===== src/rtl/calc_pkg.sv =====
// Shared definitions for the calculator carry path: default operand width,
// number of prefix levels, and the bundle that travels down the prefix pipeline.
package calc_pkg;

  localparam int CALC_WIDTH = 16;
  localparam int CALC_LOG2W = 4;

  // One pipeline stage worth of state. p_orig and cin ride along untouched
  // so the final sum can be formed; p_grp/g_grp are the group propagate and
  // generate terms being combined level by level.
  typedef struct packed {
    logic [CALC_WIDTH-1:0] p_orig;
    logic [CALC_WIDTH-1:0] p_grp;
    logic [CALC_WIDTH-1:0] g_grp;
    logic                  cin;
    logic                  valid;
  } stage_t;

  // Build the stage-0 bundle: carry-in is folded into bit 0's generate term,
  // which turns the whole network into a pure prefix problem.
  function automatic stage_t fold_cin(input logic [CALC_WIDTH-1:0] p,
                                      input logic [CALC_WIDTH-1:0] g,
                                      input logic                  cin,
                                      input logic                  valid);
    stage_t s;
    s.p_orig   = p;
    s.p_grp    = p;
    s.g_grp    = g;
    s.g_grp[0] = g[0] | (p[0] & cin);
    s.cin      = cin;
    s.valid    = valid;
    return s;
  endfunction

endpackage


===== src/rtl/pg_prefix_adder_if.sv =====
// Valid/ready bus between the half-adder array, the prefix adder and its consumer.
// master = upstream producer plus downstream consumer; slave = the adder.
interface pg_prefix_adder_if
  import calc_pkg::*;
#(
  parameter int WIDTH = CALC_WIDTH
);

  logic             flush;
  logic             in_valid;
  logic             in_ready;
  logic [WIDTH-1:0] in_p;
  logic [WIDTH-1:0] in_g;
  logic             in_cin;
  logic             out_valid;
  logic             out_ready;
  logic [WIDTH-1:0] out_sum;
  logic             out_cout;
  logic             out_ovf;

  modport master (
    output flush, in_valid, in_p, in_g, in_cin, out_ready,
    input  in_ready, out_valid, out_sum, out_cout, out_ovf
  );

  modport slave (
    input  flush, in_valid, in_p, in_g, in_cin, out_ready,
    output in_ready, out_valid, out_sum, out_cout, out_ovf
  );

endinterface


===== src/rtl/pg_prefix_level.sv =====
// One Kogge-Stone prefix level (combining span DIST) followed by its stage
// register. The register advances with the rest of the pipeline on adv and
// drops its valid bit on flush.
module pg_prefix_level
  import calc_pkg::*;
#(
  parameter int DIST = 1
) (
  input  logic   clk,
  input  logic   rst_n,
  input  logic   adv_i,
  input  logic   flush_i,
  input  stage_t stage_i,
  output stage_t stage_o
);

  stage_t lvl_d;
  stage_t lvl_q;

  // Combine each position with the group DIST places below it; positions
  // below DIST already hold their complete prefix and pass through.
  always_comb begin
    // NOTE: default the whole bundle first so every bit is assigned on every
    // path; otherwise the untouched low positions would infer latches.
    lvl_d = stage_i;
    for (int i = DIST; i < CALC_WIDTH; i++) begin
      lvl_d.g_grp[i] = stage_i.g_grp[i] | (stage_i.p_grp[i] & stage_i.g_grp[i-DIST]);
      lvl_d.p_grp[i] = stage_i.p_grp[i] & stage_i.p_grp[i-DIST];
    end
  end

  // Stage register: load on advance, flush kills the valid bit only.
  always_ff @(posedge clk or negedge rst_n) begin
    if (!rst_n) begin
      lvl_q <= '0;
    end else begin
      // NOTE: non-blocking so every stage samples its predecessor's old
      // value on the same edge; blocking here would let data race through.
      if (adv_i) lvl_q <= lvl_d;
      if (flush_i) lvl_q.valid <= 1'b0;
    end
  end

  assign stage_o = lvl_q;

endmodule


===== src/rtl/pg_prefix_adder.sv =====
// Pipelined Kogge-Stone carry network. Takes half-adder propagate/generate
// vectors plus carry-in and produces sum, carry-out and signed overflow.
// Pipeline: S0 input register, LOG2W prefix-level registers, output register.
// The whole pipe advances together whenever the output slot is free or drained.
module pg_prefix_adder
  import calc_pkg::*;
#(
  parameter int WIDTH = CALC_WIDTH,
  parameter int LOG2W = CALC_LOG2W
) (
  input logic              clk,
  input logic              rst_n,
  pg_prefix_adder_if.slave bus
);

  logic   adv;
  stage_t s0_d;
  stage_t s0_q;
  stage_t stage [0:LOG2W];
  stage_t fin;

  logic [WIDTH-1:0] carries;
  logic [WIDTH-1:0] out_sum_d;
  logic             out_cout_d;
  logic             out_ovf_d;
  logic             out_valid_q;
  logic [WIDTH-1:0] out_sum_q;
  logic             out_cout_q;
  logic             out_ovf_q;

  // The pipe moves as a unit: advance whenever the output slot is empty or
  // being taken this cycle. Bubbles are not squeezed out.
  assign adv          = ~out_valid_q | bus.out_ready;
  assign bus.in_ready = adv;

  // Stage-0 bundle; a flush cycle never lets a new operation in.
  always_comb begin
    s0_d = fold_cin(bus.in_p, bus.in_g, bus.in_cin, bus.in_valid & ~bus.flush);
  end

  // S0 input register.
  always_ff @(posedge clk or negedge rst_n) begin
    if (!rst_n) begin
      // NOTE: data registers are cleared as well as valid bits because the
      // outputs must read zero during reset; this is a small flop array,
      // not a memory, so the reset costs nothing structural.
      s0_q <= '0;
    end else begin
      if (adv) s0_q <= s0_d;
      if (bus.flush) s0_q.valid <= 1'b0;
    end
  end

  assign stage[0] = s0_q;

  // One registered prefix level per stage, span doubling each level.
  for (genvar k = 0; k < LOG2W; k++) begin : g_level
    pg_prefix_level #(
      .DIST(1 << k)
    ) u_level (
      .clk     (clk),
      .rst_n   (rst_n),
      .adv_i   (adv),
      .flush_i (bus.flush),
      .stage_i (stage[k]),
      .stage_o (stage[k+1])
    );
  end

  assign fin = stage[LOG2W];

  // Final group generates are the carries out of each bit; carry into bit i
  // is the generate of bit i-1, with cin entering bit 0.
  always_comb begin
    carries    = {fin.g_grp[WIDTH-2:0], fin.cin};
    out_sum_d  = fin.p_orig ^ carries;
    out_cout_d = fin.g_grp[WIDTH-1];
    out_ovf_d  = fin.g_grp[WIDTH-1] ^ fin.g_grp[WIDTH-2];
  end

  // Output register; holds steady while the consumer stalls.
  always_ff @(posedge clk or negedge rst_n) begin
    if (!rst_n) begin
      out_valid_q <= 1'b0;
      out_sum_q   <= '0;
      out_cout_q  <= 1'b0;
      out_ovf_q   <= 1'b0;
    end else begin
      if (adv) begin
        out_valid_q <= fin.valid;
        out_sum_q   <= out_sum_d;
        out_cout_q  <= out_cout_d;
        out_ovf_q   <= out_ovf_d;
      end
      if (bus.flush) out_valid_q <= 1'b0;
    end
  end

  assign bus.out_valid = out_valid_q;
  assign bus.out_sum   = out_sum_q;
  assign bus.out_cout  = out_cout_q;
  assign bus.out_ovf   = out_ovf_q;

endmodule


===== src/flat_wrapper.sv =====
// flat-port wrapper written by rule: the top's interface ports become plain ports
module pg_prefix_adder_flat import calc_pkg::*;
#(
  parameter int WIDTH = CALC_WIDTH,
  parameter int LOG2W = CALC_LOG2W
)
  (clk, rst_n, bus_flush, bus_in_valid, bus_in_p, bus_in_g, bus_in_cin, bus_out_ready, bus_in_ready, bus_out_valid, bus_out_sum, bus_out_cout, bus_out_ovf);
  pg_prefix_adder_if #(.WIDTH(WIDTH)) bus_i ();
  input logic clk;
  input logic rst_n;
  input wire logic [$bits(bus_i.flush)-1:0] bus_flush;
  input wire logic [$bits(bus_i.in_valid)-1:0] bus_in_valid;
  input wire logic [$bits(bus_i.in_p)-1:0] bus_in_p;
  input wire logic [$bits(bus_i.in_g)-1:0] bus_in_g;
  input wire logic [$bits(bus_i.in_cin)-1:0] bus_in_cin;
  input wire logic [$bits(bus_i.out_ready)-1:0] bus_out_ready;
  output wire logic [$bits(bus_i.in_ready)-1:0] bus_in_ready;
  output wire logic [$bits(bus_i.out_valid)-1:0] bus_out_valid;
  output wire logic [$bits(bus_i.out_sum)-1:0] bus_out_sum;
  output wire logic [$bits(bus_i.out_cout)-1:0] bus_out_cout;
  output wire logic [$bits(bus_i.out_ovf)-1:0] bus_out_ovf;
  assign bus_i.flush = bus_flush;
  assign bus_i.in_valid = bus_in_valid;
  assign bus_i.in_p = bus_in_p;
  assign bus_i.in_g = bus_in_g;
  assign bus_i.in_cin = bus_in_cin;
  assign bus_i.out_ready = bus_out_ready;
  assign bus_in_ready = bus_i.in_ready;
  assign bus_out_valid = bus_i.out_valid;
  assign bus_out_sum = bus_i.out_sum;
  assign bus_out_cout = bus_i.out_cout;
  assign bus_out_ovf = bus_i.out_ovf;
  pg_prefix_adder #(.WIDTH(WIDTH), .LOG2W(LOG2W)) u_core (.clk(clk), .rst_n(rst_n), .bus(bus_i));
endmodule

===== config.mk =====
export PLATFORM = sky130hd
export DESIGN_NAME = pg_prefix_adder_flat
export DESIGN_NICKNAME = d
export VERILOG_FILES = /design/src/rtl/calc_pkg.sv /design/src/rtl/pg_prefix_adder_if.sv /design/src/rtl/pg_prefix_level.sv /design/src/rtl/pg_prefix_adder.sv /design/src/flat_wrapper.sv
export SDC_FILE = /design/constraint.sdc
export NUM_CORES = 1
export LEC_CHECK = 0
export BUFFER_PORTS_ARGS = -buffer_cell sky130_fd_sc_hd__buf_2
export CORE_UTILIZATION = 44
export DETAILED_ROUTE_END_ITERATION = 8
export PLACE_DENSITY = 0.62
export SETUP_SLACK_MARGIN = 0.15
export SYNTH_ARGS = -nofsm -noshare
export SYNTH_HDL_FRONTEND = slang
export SYNTH_SLANG_ARGS = --single-unit

===== constraint.sdc =====
create_clock -name clk -period 2.6 [get_ports clk]
set_input_delay 0.39 -clock clk [delete_from_list [all_inputs] [get_ports clk]]
set_output_delay 0.39 -clock clk [all_outputs]
set_load 0.01 [all_outputs]

-- Yosys cells after proc, flatten, opt, wreduce, memory -nomap -nowiden
Cells that the tools add are included.
- output and inout port bits: 20
- bits of input ports: 38
- register bits after elaboration: 237
- reduce and logical (&&, ||, !) cells: 1
- bitwise operators: 147
- mux-type cells: 12
- operators by type and width (cell ; number):
    1-bit AND ; 92
    1-bit bitwise OR ; 51
    16-bit bitwise XOR ; 1
    1-bit two-way mux ; 12
    1-bit inverter ; 2
    2-bit nonzero test ; 1
    1-bit bitwise XOR ; 1

-- Logic depth before layout (Yosys ltp)
Gate-level depths: netlist of run 1.
- word-level depth: 4
- mapped depth: 7
- gate-level depth less buffers: 4

-- By module
A second synthesis of run 1 with hierarchy kept.
- cell total of the unflattened synthesis: 786
- area total of the unflattened synthesis: 10277.4 um^2
- modules (own cells, without submodules) (module ; area each (um^2) ; times used ; sequential area each (um^2) ; cells each):
    pg_prefix_adder ; 2268.4 ; 1 ; 1326.3 ; 153
    pg_prefix_level at u_core.g_level[1].u_level ; 2070.7 ; 1 ; 1251.2 ; 166
    pg_prefix_level at u_core.g_level[0].u_level ; 2028.2 ; 1 ; 1251.2 ; 170
    pg_prefix_level at u_core.g_level[2].u_level ; 1979.4 ; 1 ; 1251.2 ; 157
    pg_prefix_level at u_core.g_level[3].u_level ; 1930.6 ; 1 ; 1251.2 ; 140

-- Least setup slack after synthesis of run 1
Ideal clock, no wire load.
- path kind: register to output
- start: reg u_core.out_valid_q (netlist: u_core.bus.out_valid)
- end: out bus_in_ready
- slack: 1.200 ns
- stages on the path, launching flop included: 6
- arrival time: 1.010 ns
- path through: dfrtp_1 nor2b_4 buf_6 inv_2 buf_6 buf_6
- longest elaborated chain between the ends: 2
- ends and longest elaborated chain (element ; line ; RTL):
    start: declaration ; pg_prefix_adder.sv:26 ; logic out_valid_q;
    start signal: assignment ; pg_prefix_adder.sv:90 ; out_valid_q <= fin.valid;
    1-bit inverter ; pg_prefix_adder.sv:33 ; assign adv = ~out_valid_q | bus.out_ready;
    1-bit bitwise OR ; pg_prefix_adder.sv:33 ;
    end: declaration ; flat_wrapper.sv:17 ; output wire logic [$bits(bus_i.in_ready)-1:0] bus_in_ready;
Every way passes these cells.

-- Final worst setup path of run 1
Same ends and word-level chain as after synthesis.

==> flow_summary.json, run 1 <==
{
  "cts.sinks": 223,
  "ys_seq_area_frac": 0.6381,
  "fmax_mhz": 441.9,
  "antenna_found_initial": 0,
  "irDropWorstVdd_mv": 0.4306,
  "yosys-top-cells-area": "dfrtp_1, nand2_1, o21ai_0",
  "synth_cell_types": 13,
  "first_pass_iters": 4,
  "final_util": 0.5110,
  "initial_core_util": 0.4494,
  "io_pins": 58,
  "route.antenna.remaining_nets": 0,
  "synth-edff-count": 0,
  "clk_pin_slew_worst_paths_ps": 60,
  "multiInputGateArea_mm2": 0.002801,
  "synth_most_common_cell": "nand2_1",
  "dp.cells": 1225,
  "reg2reg_from": "u_core.bus.out_valid",
  "hold_violations": 0,
  "synth_ff_type": "dfrtp_1",
  "die_h_um": 143.0,
  "final_layout_size_suffix_gt1_frac": 0.1067,
  "drc": 0,
  "holdPathStages": 3,
  "wl_um": 16790,
  "wl_per_cell_um": 13.24,
  "synth_top_area_share": 0.6381,
  "tightest_slew_ps": 1168,
  "syn_avg_cell_area_um2": 9.284,
  "clkLatencyLatePin_ps": 510,
  "diodes": 0,
  "grt_max_degree": 291,
  "cts-buffers-inserted": 24,
  "post-place-ws_ps": 631.6,
  "skew_ps": 9.210,
  "rsz0062_at_grt": "no",
  "timing.final.crit_share": 0.8704,
  "worstPathArrival_ps": 1870,
  "status": "completed",
  "reg2reg_slack_ps": 750,
  "syn_nets": 980,
  "stdcell_count": 1268,
  "rr_worst_depth": 3,
  "cts_max_path_buffers": 3,
  "worst-path-max-fanout": 73,
  "whs_endpoint": "u_core.s0_q[41]",
  "cts_tree": "yes",
  "fin_ws_ps": 336.9,
  "fillers": 1883,
  "grt_pass1_wl_um": 28680,
  "area_growth_pct": 13.72,
  "port_buffers": 57,
  "crit_type": "reg2out",
  "gp_congestion": 0.7110,
  "die_x_um": 143.0,
  "ys_top_cells_by_count": "nand2_1, dfrtp_1, o21ai_0",
  "setup_viol": 0,
  "fin_crit_ps": 2263,
  "num_rows": 51,
  "grt_overflow": 0,
  "critPathRequiredTime_ps": 2210,
  "cellLeakagePower_nw": 4.802,
  "coreArea_mm2": 0.01946,
  "htreeDepth": 1,
  "async_flop_share": 1.000,
  "min_from": "bus_in_p[7]",
  "crit_path_end_kind": "output pin",
  "vias_per_cell": 4.664,
  "synth_seq_cells": 223,
  "drv_cap": 0,
  "tns_ps": 0,
  "cts.root.buffer_cell": "clkbuf_16",
  "die-area_mm2": 0.02044,
  "critPathLaunchType": "register",
  "nNetsFinal": 1025,
  "place_hpwl_um": 10450,
  "route.vias.total": 5914,
  "register_area_mm2": 0.005580,
  "final_max_slew_viol_count": 0,
  "grt_pass1_vias": 5551,
  "slew_headroom": 0.2211,
  "yosysWarnings": 0,
  "grtUsageTotal": 0.1756,
  "syn_inst": 942,
  "hp-class": "in2reg",
  "synth_top_area_cell": "dfrtp_1",
  "postCtsResizedCells": 0,
  "synth_area_mm2": 0.008746,
  "drtIter0Drc": 371,
  "power.density_mw_per_mm2": 777.6,
  "r2r_end": "u_core.g_level[0].u_level.stage_o[16]"
}
## state kept, by name (all words and copies together), names as in the netlist
| name | flops |
|---|---|
| u_core.bus.out_sum | 16 |
| u_core.bus.out_cout | 1 |
| u_core.g_level.u_level.stage_o | 170 |
| u_core.bus.out_ovf | 1 |
| u_core.s0_q | 34 |
| u_core.bus.out_valid | 1 |
## repair_timing
| action | in CTS | in global routing |
|---|---|---|
| hold buffers | 1 | 0 |
| setup endpoints to repair | 0 | 0 |
| hold endpoints to repair | 63 | 0 |
| setup buffers | 0 | 0 |
## layout by cell type, fill, tap and decap left out
cell / n
o21ai_0: 67
nor2b_4: 1
nand2_1: 493
xnor2_1: 17
clkbuf_16: 25
a21oi_1: 55
nor2_1: 2
dfrtp_1: 223
clkinv_2: 5
buf_4: 7
buf_12: 3
buf_2: 56
buf_8: 1
inv_4: 1
nand3_1: 34
clkbuf_1: 4
dlygate4sd3_1: 1
bufinv_16: 2
clkbuf_8: 6
## power breakdown
group	leakage, nW	switching (mW)	internal, mW
combinational	1.78	0.237	0.181
sequential	2.61	0.181	3.71
clock	0.404	1.31	2.11
total	4.80	1.73	6.00
## layer usage
| metal | global-route usage | part of all wire |
|---|---|---|
| met5 | 0 | 0 |
| met4 | 0.04924 | 0.020 |
| met1 | 0.2777 | 0.51 |
| met2 | 0.2488 | 0.44 |
| met3 | 0.02482 | 0.030 |
## worst max-delay path, cell delays in order (launching register included)
cell,delay (ps)
dfrtp_1,370
nor2b_4,140
inv_4,530
buf_2,260
## worst max path at each step
stage | depth (start not counted) | endpoint | startpoint | slack (ps)
after floorplan | 5 | bus_in_ready | u_core.bus.out_valid | 1200
after global placement | 4 | u_core.g_level[1].u_level.stage_o[14] | bus_out_ready | 670
after CTS | 3 | bus_in_ready | u_core.bus.out_valid | 300
after detailed placement | 4 | u_core.g_level[0].u_level.stage_o[16] | bus_out_ready | 630
after global routing | 3 | bus_in_ready | u_core.bus.out_valid | 250
final | 3 | bus_in_ready | u_core.bus.out_valid | 340
## stage by stage
| step | cell area, um2 | total power, mW | hold slack, ps |
|---|---|---|---|
| floorplan | 8746 | 4.130 | 94.41 |
| global placement | 9128 | 4.368 | 396.6 |
| detailed placement | 9128 | 4.388 | 387.0 |
| CTS | 9946 | 7.831 | 64.66 |
| global route | 9946 | 8.062 | 70.08 |
| finish | 9946 | 7.734 | 76.61 |
## layout make-up
cell class	instances	share of cell area
clock inverter	7	0.008555
inverter	1	0.0006290
sequential	223	0.5611
tap	265	0.03334
timing repair buffer	68	0.04202
multi-input combinational	669	0.2817
clock buffer	35	0.07271
## cell families (layout without fill, tap and decap cells)
| group | after synthesis | count (layout) | synth area share |
|---|---|---|---|
| simple gates | 530 | 530 | 0.2335 |
| flops | 223 | 223 | 0.6381 |
| compound gates | 122 | 122 | 0.06981 |
| buf+inv | 50 | 111 | 0.04163 |
| xor+xnor | 17 | 17 | 0.01702 |
Note: power is estimated with default switching activity, not from simulation.
==> run 2: changes to the inputs <==
- GPL_ROUTABILITY_DRIVEN: not set -> 0
- clock period: 2.6 -> 2.2 ns (I/O delays scaled with it)
==> flow_summary.json, run 2 (synthesized netlist as in run 1, its figures left out) <==
{
  "diodes": 0,
  "worst-path-max-fanout": 63,
  "holdWs_ps": 23.09,
  "area_growth_pct": 14.41,
  "cts-buffers-inserted": 24,
  "tightest_slew_ps": 658.7,
  "cellLeakagePower_nw": 4.820,
  "tns_ps": 0,
  "slew_headroom": 0.5609,
  "final_common_cell": "nand2_1",
  "critPathRequiredTime_ps": 1870,
  "grt_overflow": 0,
  "irDropWorstVdd_mv": 0.5825,
  "cts.sinks": 223,
  "nNetsFinal": 1028,
  "route.vias.total": 5951,
  "crit_path_end_kind": "output pin",
  "multiInputGateArea_mm2": 0.002801,
  "worstPathArrival_ps": 1560,
  "setup_viol": 0,
  "num_rows": 51,
  "drtIter0Drc": 322,
  "clk_pin_slew_worst_paths_ps": 60,
  "io_pins": 58,
  "die_h_um": 143.0,
  "holdPathStages": 3,
  "coreArea_mm2": 0.01946,
  "place_hpwl_um": 10900,
  "htreeDepth": 1,
  "cts.root.buffer_cell": "clkbuf_16",
  "rr_worst_depth": 4,
  "layout_common_cells": "nand2_1, dfrtp_1, o21ai_0",
  "fillers": 1817,
  "cts_tree": "yes",
  "grt_max_degree": 82,
  "status": "completed",
  "drv_cap": 0,
  "fmax_mhz": 530.1,
  "port_buffers": 57,
  "first_pass_iters": 5,
  "largest_reg_flops": 170,
  "register_area_mm2": 0.005580,
  "die-area_mm2": 0.02044,
  "die_x_um": 143.0,
  "final_max_slew_viol_count": 0,
  "fin_crit_ps": 1887,
  "route.antenna.remaining_nets": 0,
  "grtUsageTotal": 0.1800,
  "cts_max_path_buffers": 3,
  "wl_um": 17090,
  "vias_per_cell": 4.682,
  "initial_core_util": 0.4494,
  "grt_pass1_vias": 5750,
  "reg2reg_slack_ps": 600,
  "final_layout_size_suffix_gt1_frac": 0.1074,
  "skew_ps": 11.53,
  "grt_pass1_wl_um": 29350,
  "timing.final.crit_share": 0.8575,
  "rsz0062_at_grt": "no",
  "hp-class": "in2reg",
  "power.density_mw_per_mm2": 899.3,
  "wl_per_cell_um": 13.45,
  "drc": 0,
  "hold_violations": 0,
  "critPathLaunchType": "register",
  "antenna_found_initial": 0,
  "crit_type": "reg2out",
  "clkLatencyLatePin_ps": 500
}
==> run 2: cell count changes in the layout (fill, tap and decap cells not counted) <==
cell        delta
clkinv_4       +1
clkbuf_1       +2
buf_4          -2
bufinv_16      -1
inv_4          -1
buf_12         +5
clkinv_2       -2
inv_8          +1
clkbuf_8       -1
clkinvlp_4     +1
==> run 2: what timing repair did <==
item / CTS / global route
buffers inserted: 0 / 0
hold endpoints to repair: 76 / 0
hold buffers: 1 / 0
setup endpoints to repair: 1 / 1
resized for setup: 1 / 1
==> run 2: final timing paths <==
check	start	endpoint
min in group asynchronous	rst_n	u_core.bus.out_sum[15]
max in group asynchronous	rst_n	u_core.g_level[1].u_level.stage_o[39]
worst max register to register	u_core.bus.out_valid	u_core.g_level[0].u_level.stage_o[9]
worst min register to register	u_core.bus.out_cout	u_core.bus.out_cout
worst min-delay path	bus_in_p[15]	u_core.s0_q[49]
worst max-delay path	u_core.bus.out_valid	bus_in_ready
==> run 2: worst max-delay path, cell delays in order (launching register included) <==
cell and delay (ps):
dfrtp_1 370, nor2b_4 150, inv_8 280, buf_2 210
==> run 2: power breakdown <==
part	total, mW	switching, mW	internal [mW]
logic	0.497	0.278	0.219
registers	4.60	0.220	4.38
clock network	3.90	1.54	2.36
total	9.00	2.04	6.96
==> run 2: metal layers <==
layer / GRT usage / part of all wire / vias up
li1: - / - / 3089
met1: 0.2792 / 0.52 / 2733
met2: 0.2652 / 0.43 / 111
met3: 0.02750 / 0.039 / 18
met4: 0.03905 / 0.012 / 0
met5: 0 / 0 / -
==> run 2: layout make-up <==
cell class	count	share of cell area
Tap cell	265	0.03314
Timing Repair Buffer	71	0.05027
Inverter	1	0.001125
Clock buffer	36	0.07165
Sequential cell	223	0.5577
Clock inverter	6	0.006127
Multi-Input combinational cell	669	0.2800
==> run 2: stage by stage <==
step           cell area, um2  setup WS (ps)  power, mW  std cells  utilization
6_report                10010          313.4      8.998       1271       0.5141
3_5_place_dp             9213          445.0      5.193       1228       0.4734
2_1_floorplan            8746          859.7      4.881        942            -
4_1_cts                 10000          194.5      9.135       1271       0.5140
3_3_place_gp             9213          501.1      5.170       1228       0.4734
5_1_grt                 10010          225.8      9.423       1271       0.5141
==> run 3: changes to the inputs <==
- CELL_PAD_IN_SITES_DETAIL_PLACEMENT: not set -> 0
- CELL_PAD_IN_SITES_GLOBAL_PLACEMENT: not set -> 1
- PLACE_DENSITY: 0.62 -> 0.72
- SYNTH_HIERARCHICAL: not set -> 1
==> flow_summary.json, run 3 <==
{
  "diodes": 0,
  "io_pins": 58,
  "irDropWorstVdd_mv": 0.5215,
  "die_x_um": 146.0,
  "p_comb_frac": 0.064,
  "tightest_slew_ps": 423.0,
  "initial_core_util": 0.4493,
  "cts.sinks": 223,
  "worst-path-max-fanout": 34,
  "coreArea_mm2": 0.02030,
  "cts.root.buffer_cell": "clkbuf_16",
  "cp_slowest_cell": "dfrtp_1",
  "drtIter0Drc": 322,
  "reg2reg_slack_ps": 650,
  "critPathLaunchType": "register",
  "status": "completed",
  "crit_type": "reg2out",
  "cp.buffers_inverters": 2,
  "power_frac_clock": 0.427,
  "antenna_found_initial": 0,
  "reg2reg_from": "u_core/bus.out_valid",
  "hp-class": "in2reg",
  "route.antenna.remaining_nets": 0,
  "cts_tree": "yes",
  "cp_top_family": "flip-flops",
  "sequentialPowerShare": 0.509,
  "timing.final.crit_share": 0.8658,
  "min_from": "bus_in_g[6]",
  "fin_crit_ps": 1905,
  "holdPathStages": 2,
  "hold_violations": 0,
  "fillers": 1798,
  "post-place-ws_ps": 657.0,
  "skew_ps": 18.29,
  "die_h_um": 146.0,
  "syn_nets": 733,
  "slew_headroom": 0.7180,
  "vias_per_cell": 5.018,
  "syn_inst": 695,
  "fin_ws_ps": 295.3,
  "nNetsFinal": 791,
  "whs_endpoint": "u_core/s0_q[8]",
  "wl_per_cell_um": 16.66,
  "rsz0062_at_grt": "no",
  "port_buffers": 57,
  "place_hpwl_um": 11610,
  "final_util": 0.5113,
  "r2r_end": "u_core/s0_q[23]",
  "cpPeakStageDelay_ps": 400,
  "grt_pass1_wl_um": 28900,
  "p_switching_mw": 1.985,
  "clk_pin_slew_worst_paths_ps": 60,
  "cts-buffers-inserted": 24,
  "dp.cells": 995,
  "final_layout_size_suffix_gt1_frac": 0.2965,
  "worstPathArrival_ps": 1570,
  "crit_path_end_kind": "output pin",
  "first_pass_iters": 4,
  "grtUsageTotal": 0.1678,
  "fmax_mhz": 525.0,
  "rr_worst_depth": 3,
  "htreeDepth": 1,
  "wl_um": 17310,
  "die-area_mm2": 0.02131,
  "tns_ps": 0,
  "synth_area_mm2": 0.009120,
  "crit_chain": "nand2b_4 -> buf_16 -> buf_2",
  "power.density_mw_per_mm2": 871.3,
  "grt_overflow": 0,
  "grt_max_degree": 69,
  "clkLatencyLatePin_ps": 510,
  "num_rows": 52,
  "final_common_cell": "dfrtp_1",
  "syn_avg_cell_area_um2": 13.12,
  "layout_common_cells": "dfrtp_1, a21oi_1, mux2_4",
  "swShare": 0.2195,
  "cellLeakagePower_nw": 4.781,
  "yosysWarnings": 6,
  "critPathRequiredTime_ps": 1870,
  "largest_reg_flops": 170,
  "final_max_slew_viol_count": 0,
  "area_growth_pct": 13.82,
  "route.vias.total": 5214,
  "stdcell_count": 1039,
  "p_int_mw": 7.059,
  "drv_cap": 0,
  "drc": 0,
  "setup_viol": 0,
  "cts_max_path_buffers": 3,
  "grt_pass1_vias": 5306
}
-- run 3: changes by cell type in the layout (fill, tap and decap cells not counted), moves of 2 or more --
| cell | delta |
|---|---|
| o21ai_0 | -39 |
| inv_1 | +35 |
| nor2_1 | +70 |
| o21ai_2 | +6 |
| a21oi_1 | +62 |
| buf_12 | -2 |
| mux2i_1 | +5 |
| mux2_4 | +78 |
| nand2_1 | -493 |
| mux2_2 | +38 |
| clkbuf_1 | +3 |
-- run 3: layer usage --
layer  GRT usage  wire, um  vias to the layer above  share of wire
met5           0         0                        -              0
met4     0.03854       243                        0          0.014
met3     0.02571       730                       18          0.042
met2      0.2512      7794                      106           0.45
met1      0.2570      8545                     2594           0.49
li1            -         -                     2496              -
-- run 3: how the worst max path moves through the flow --
| stage | start | end | slack (ps) | cells past startpoint |
|---|---|---|---|---|
| 4_1_cts | u_core/bus.out_valid | bus_in_ready | 190 | 3 |
| 3_3_place_gp | bus_out_ready | u_core/s0_q[25] | 670 | 4 |
| 3_5_place_dp | bus_out_ready | u_core/s0_q[23] | 660 | 4 |
| 5_1_grt | u_core/bus.out_valid | bus_in_ready | 220 | 3 |
| 2_1_floorplan | u_core/bus.out_valid | u_core/g_level[2].u_level/stage_o[2] | 530 | 7 |
| 6_report | u_core/bus.out_valid | bus_in_ready | 300 | 3 |
-- run 3: power by group through the flow --
stage | registers, mW | clock network, mW | logic [mW]
after floorplan | 4.61 | 0 | 0.337
final | 4.60 | 3.86 | 0.582
after CTS | 4.61 | 3.96 | 0.595
after global placement | 4.67 | 0 | 0.570
after detailed placement | 4.68 | 0 | 0.589
after global routing | 4.64 | 4.14 | 0.652
-- run 3: area by class of cell --
| class | count | area, um2 | share of cell area |
|---|---|---|---|
| Clock buffer | 39 | 728.2 | 0.07015 |
| Tap cell | 270 | 337.8 | 0.03255 |
| Multi-Input combinational cell | 397 | 3039 | 0.2928 |
| Clock inverter | 3 | 40.04 | 0.003857 |
| Timing Repair Buffer | 72 | 523.0 | 0.05039 |
| Sequential cell | 223 | 5580 | 0.5376 |
| Inverter | 35 | 131.4 | 0.01266 |
-- run 3: through the flow --
step                      hold slack (ps)  area, um2  total power [mW]
after global routing                38.86      10380             9.430
final                               51.03      10380             9.044
after CTS                           35.77      10350             9.162
after floorplan                     34.41       9120             4.952
after global placement              273.8       9569             5.238
after detailed placement            284.2       9569             5.269
-- run 3: timing repair --
item / CTS / global route
setup buffers: 0 / 0
setup endpoints to repair: 0 / 1
gates resized for setup: 0 / 1
hold buffers: 1 / 0
hold endpoints to repair: 49 / 0
